`src/rtl/seq_limb_subtractor.sv`:
```
// Streaming multi-limb subtractor (A - B, LS limb first) with a registered
// input capture stage and a registered result stage, valid/ready on both sides.
module seq_limb_subtractor #(
  parameter int unsigned WIDTH = 8
) (
  input  logic             clk,
  input  logic             rst,
  input  logic             in_valid,
  output logic             in_ready,
  input  logic             in_first,
  input  logic             in_last,
  input  logic [WIDTH-1:0] in_a,
  input  logic [WIDTH-1:0] in_b,
  output logic             out_valid,
  input  logic             out_ready,
  output logic [WIDTH-1:0] out_diff,
  output logic             out_borrow,
  output logic             out_last,
  output logic             out_neg,
  output logic [7:0]       out_index,
  output logic             out_err
);

  typedef enum logic {
    ST_IDLE,
    ST_OPEN
  } op_state_t;

  op_state_t        r_state;
  logic             r_borrow_st;
  logic [7:0]       r_idx;

  logic             r_s1_valid;
  logic [WIDTH-1:0] r_s1_a;
  logic [WIDTH-1:0] r_s1_b;
  logic             r_s1_first;
  logic             r_s1_last;

  logic             r_s2_valid;
  logic [WIDTH-1:0] r_s2_diff;
  logic             r_s2_borrow;
  logic             r_s2_last;
  logic             r_s2_neg;
  logic [7:0]       r_s2_index;
  logic             r_s2_err;

  logic             w_s2_free;
  logic             w_adv;
  logic             w_accept;
  logic             w_open;
  logic             w_fresh;
  logic             w_bin;
  logic [WIDTH:0]   w_wide;
  logic [7:0]       w_idx_next;
  logic             w_err;

  assign w_s2_free = !r_s2_valid || out_ready;
  assign w_adv     = r_s1_valid && w_s2_free;
  assign in_ready  = !r_s1_valid || w_s2_free;
  assign w_accept  = in_valid && in_ready;

  // A limb starts fresh (no borrow, index 0) on in_first or when nothing is open;
  // the latter is the protocol-error case.
  assign w_open     = (r_state == ST_OPEN);
  assign w_fresh    = r_s1_first || !w_open;
  assign w_bin      = w_fresh ? 1'b0 : r_borrow_st;
  assign w_wide     = {1'b0, r_s1_a} - {1'b0, r_s1_b} - {{WIDTH{1'b0}}, w_bin};
  assign w_idx_next = w_fresh ? 8'd0 : ((r_idx == 8'hFF) ? 8'hFF : r_idx + 8'd1);
  assign w_err      = !r_s1_first && !w_open;

  always_ff @(posedge clk) begin
    if (rst) begin
      r_state     <= ST_IDLE;
      r_borrow_st <= 1'b0;
      r_idx       <= '0;
      r_s1_valid  <= 1'b0;
      r_s1_a      <= '0;
      r_s1_b      <= '0;
      r_s1_first  <= 1'b0;
      r_s1_last   <= 1'b0;
      r_s2_valid  <= 1'b0;
      r_s2_diff   <= '0;
      r_s2_borrow <= 1'b0;
      r_s2_last   <= 1'b0;
      r_s2_neg    <= 1'b0;
      r_s2_index  <= '0;
      r_s2_err    <= 1'b0;
    end else begin
      if (w_accept) begin
        r_s1_valid <= 1'b1;
        r_s1_a     <= in_a;
        r_s1_b     <= in_b;
        r_s1_first <= in_first;
        r_s1_last  <= in_last;
      end else if (w_adv) begin
        r_s1_valid <= 1'b0;
      end

      // Borrow/index state moves only when a limb enters the result stage.
      if (w_adv) begin
        r_s2_valid  <= 1'b1;
        r_s2_diff   <= w_wide[WIDTH-1:0];
        r_s2_borrow <= w_wide[WIDTH];
        r_s2_last   <= r_s1_last;
        r_s2_neg    <= r_s1_last && w_wide[WIDTH];
        r_s2_index  <= w_idx_next;
        r_s2_err    <= w_err;
        r_state     <= r_s1_last ? ST_IDLE : ST_OPEN;
        r_borrow_st <= r_s1_last ? 1'b0 : w_wide[WIDTH];
        r_idx       <= w_idx_next;
      end else if (out_ready) begin
        r_s2_valid <= 1'b0;
      end
    end
  end

  assign out_valid  = r_s2_valid;
  assign out_diff   = r_s2_diff;
  assign out_borrow = r_s2_borrow;
  assign out_last   = r_s2_last;
  assign out_neg    = r_s2_neg;
  assign out_index  = r_s2_index;
  assign out_err    = r_s2_err;

endmodule
```
`config.mk`:
```
export PLATFORM = sky130hd
export DESIGN_NAME = seq_limb_subtractor
export DESIGN_NICKNAME = d
export VERILOG_FILES = /design/src/rtl/seq_limb_subtractor.sv
export SDC_FILE = /design/constraint.sdc
export NUM_CORES = 1
export LEC_CHECK = 0
export ABC_AREA = 0
export CORE_AREA = 2 2 88 90
export CTS_BUF_LIST = sky130_fd_sc_hd__clkbuf_16
export DETAILED_ROUTE_END_ITERATION = 8
export DIE_AREA = 0 0 90 92
export PLACE_DENSITY = 0.49
export SETUP_SLACK_MARGIN = 0.4
export SYNTH_ARGS = -nofsm -noshare
export SYNTH_HDL_FRONTEND = slang
export SYNTH_SLANG_ARGS = --single-unit
```
`constraint.sdc`:
```
create_clock -name clk -period 7.3 [get_ports clk]
set_input_delay 0.73 -clock clk [delete_from_list [all_inputs] [get_ports clk]]
set_output_delay 0.73 -clock clk [all_outputs]
set_load 0.02 [all_outputs]
```
==> metrics <==
status=finished, final reports clean; r2r endpoint=r_borrow_st$_SDFFE_PP0P_; Num CTS Buffers=5; Register-to-Register Path Depth=9; Critical Path RT=7.47 ns; CTS Sinks=42; Synth Instances=264; row cnt=32; Achievable Freq=0.3483 GHz; Mapped Nets=303; Syn Area/Cell=8.128 µm²; Worst R2R Start=r_state$_SDFFE_PP0P_; core area=0.007447 mm²; largest net degree at the start of global routing=49; first-pass GRT wire length=8059 µm; final non-filler cell total=405; time the worst path needs with I/O delays and setup=2.871 ns; most common cell in the synthesized netlist=nand2_1; ant diodes=0; vias=1817; Die Ht=92 µm; htree depth=2; DR iter-0 viols=98; Synthesis Warnings=0; Post-synth EDFFs=0; tightest hold margin=0.4487 ns; pre-CTS setup slack=4.409 ns; Initial Utilization=0.2881; Synth top cells by count=nand2_1, dfxtp_1, a21oi_1; critical path class=reg2reg; I/O Buffers=43; Post-Route Skew=0.005414 ns; Antenna Nets Post-Route=0; # Post-CTS Setup Buffers=0; FF+latch count, synth=42; drt total wl=4618 µm; Pre-antenna DRT Iters=4; global route total overflow=0; Synth Cell Area=0.002146 mm²; CTS tree=built; Routed WL per cell=11.40 µm; hold buffer count at CTS=0; kind of end point of the critical path=flop; CTS max path bufs=2; Final Cycle Share=0.3933; # setup viols final=0; Primary FF master, synth=dfxtp_1; drt via density=4.486; final hold vios=0; share of layout cells above drive strength 1=0.04950; measured slew at the worst slew-check pin=0.9202 ns; fin nets=341; Hold Path Sink=out_diff[3]$_SDFFE_PP0P_; LEAKAGE=1.058 nW; Netlist cell types=41; DR DRC count=0; post-route worst setup slack=4.429 ns; root buffer cell=clkbuf_16; Peak VDD IR=0.00009975 V; post-layout power=0.5764 mW; Pins Over Slew Limit=0; R2R Setup Slk=4.43 ns; maxcap violations=0; vias in the first global route=1743; all-layer global routing usage=0.1178; Placement Cell Area=0.002654 mm²; Rel. slew slack=0.3865; cells taking the most area after synthesis=dfxtp_1, nand2_1, a21oi_1; number of cells after detailed placement=397; post-DP HPWL=3338 µm; Die Footprint=0.008280 mm²; Hold Startpoint=out_diff[3]$_SDFFE_PP0P_; type of the tightest min-delay check=reg2reg; CTS resizes=0; Setup TNS=0 ns; sequential area share after synthesis=0.3918; share of the synthesized area in the top cell type=0.3918; initial antenna violation count=0; RSZ-0062 raised after global routing=false; Post-Layout Inst Area=0.002790 mm²; Routability Congestion=0.7445; Startpoint Class=flop; worst path arrival time=3.04 ns; Die W=90 µm; hold path depth=2; power per cell area=206.6 mW/mm²; ys async rst share=0; area grow syn2layout=30.03%; Worst-path clk slew=0.06 ns; number of top-level pins=44; final core occ=0.3747; clk_lat worst skew=0.28 ns; CP Max Fanout=9; cell accounting for the most synthesized area=dfxtp_1
-- flip-flops by register name, summed over array words and instances (netlist names) --
name,count
out_diff,8
out_index,8
r_s1_a,8
r_s1_b,8
out_borrow,1
out_err,1
out_last,1
out_neg,1
out_valid,1
r_borrow_st,1
r_s1_first,1
r_s1_last,1
r_s1_valid,1
r_state,1
-- power by group --
| group | leakage [nW] | switching [mW] | internal [mW] | total (mW) |
|---|---|---|---|---|
| Combinational | 0.648 | 0.0626 | 0.0560 | 0.119 |
| Sequential | 0.344 | 0.00795 | 0.242 | 0.250 |
| Clock | 0.0663 | 0.0849 | 0.123 | 0.208 |
| Total | 1.06 | 0.155 | 0.421 | 0.576 |
-- critical path: stages, from the launching register on --
cell	delay, ns
dfxtp_1	0.35
nor2b_1	0.52
nand2_1	0.18
fa_1	0.44
fa_1	0.43
nor3b_2	0.21
o21ai_2	0.11
a31oi_4	0.21
xnor2_2	0.11
o41ai_2	0.20
-- how the worst max path moves through the flow --
stage	startpoint	end	slack [ns]	cells past startpoint
final	r_state$_SDFFE_PP0P_	r_borrow_st$_SDFFE_PP0P_	4.43	9
after global routing	r_state$_SDFFE_PP0P_	r_borrow_st$_SDFFE_PP0P_	4.18	9
after CTS	r_state$_SDFFE_PP0P_	r_borrow_st$_SDFFE_PP0P_	4.40	9
after detailed placement	r_state$_SDFFE_PP0P_	r_borrow_st$_SDFFE_PP0P_	4.41	9
after global placement	out_ready	in_ready	4.50	4
after floorplan	r_state$_SDFFE_PP0P_	out_borrow$_SDFFE_PP0P_	4.84	10
-- routing by layer --
metal / vias up / track usage / part of all wire / wire length (µm)
li1: 966 / - / - / -
met1: 819 / 0.1575 / 0.52 / 2402
met2: 28 / 0.1917 / 0.44 / 2034
met3: 4 / 0.02794 / 0.028 / 131
met4: 0 / 0.03077 / 0.011 / 51
met5: - / 0 / 0 / 0
-- area by class of cell --
class,instances,area (µm²)
clock buffers,5,125.1
well taps,102,127.6
multi-input cells,188,1165
inverters,20,75.07
fillers,797,4657
clock inverters,3,11.26
repair buffers,45,445.4
flip-flops and latches,42,840.8
-- cells in the final DEF, fill, tap and decap left out, drive strengths merged, types with 3 or more instances in the layout --
| cell | netlist | layout |
|---|---|---|
| nor3b | 3 | 3 |
| clkbuf | 6 | 5 |
| o21ai | 5 | 5 |
| and3 | 3 | 3 |
| nand3b | 6 | 6 |
| nand2 | 55 | 55 |
| nor2 | 14 | 14 |
| xnor2 | 4 | 4 |
| clkinv | 0 | 3 |
| o211ai | 4 | 4 |
| a211oi | 4 | 4 |
| nor2b | 3 | 3 |
| clkdlybuf4s50 | 0 | 43 |
| inv | 20 | 20 |
| nor3 | 8 | 8 |
| nand3 | 5 | 5 |
| dfxtp | 42 | 42 |
| ha | 15 | 15 |
| nand2b | 3 | 3 |
| a21oi | 38 | 38 |
-- kinds of logic after synthesis --
group	after synthesis	synth area share
and+or+nand+nor	106	0.2344
AOI/OAI and AO/OA	59	0.1738
DFF	42	0.3918
buffers and inverters	34	0.06530
adders and majority gates	17	0.1061
xor gates and xnor gates	5	0.02391
muxes	1	0.004665
(Power assumes the default switching activity.)
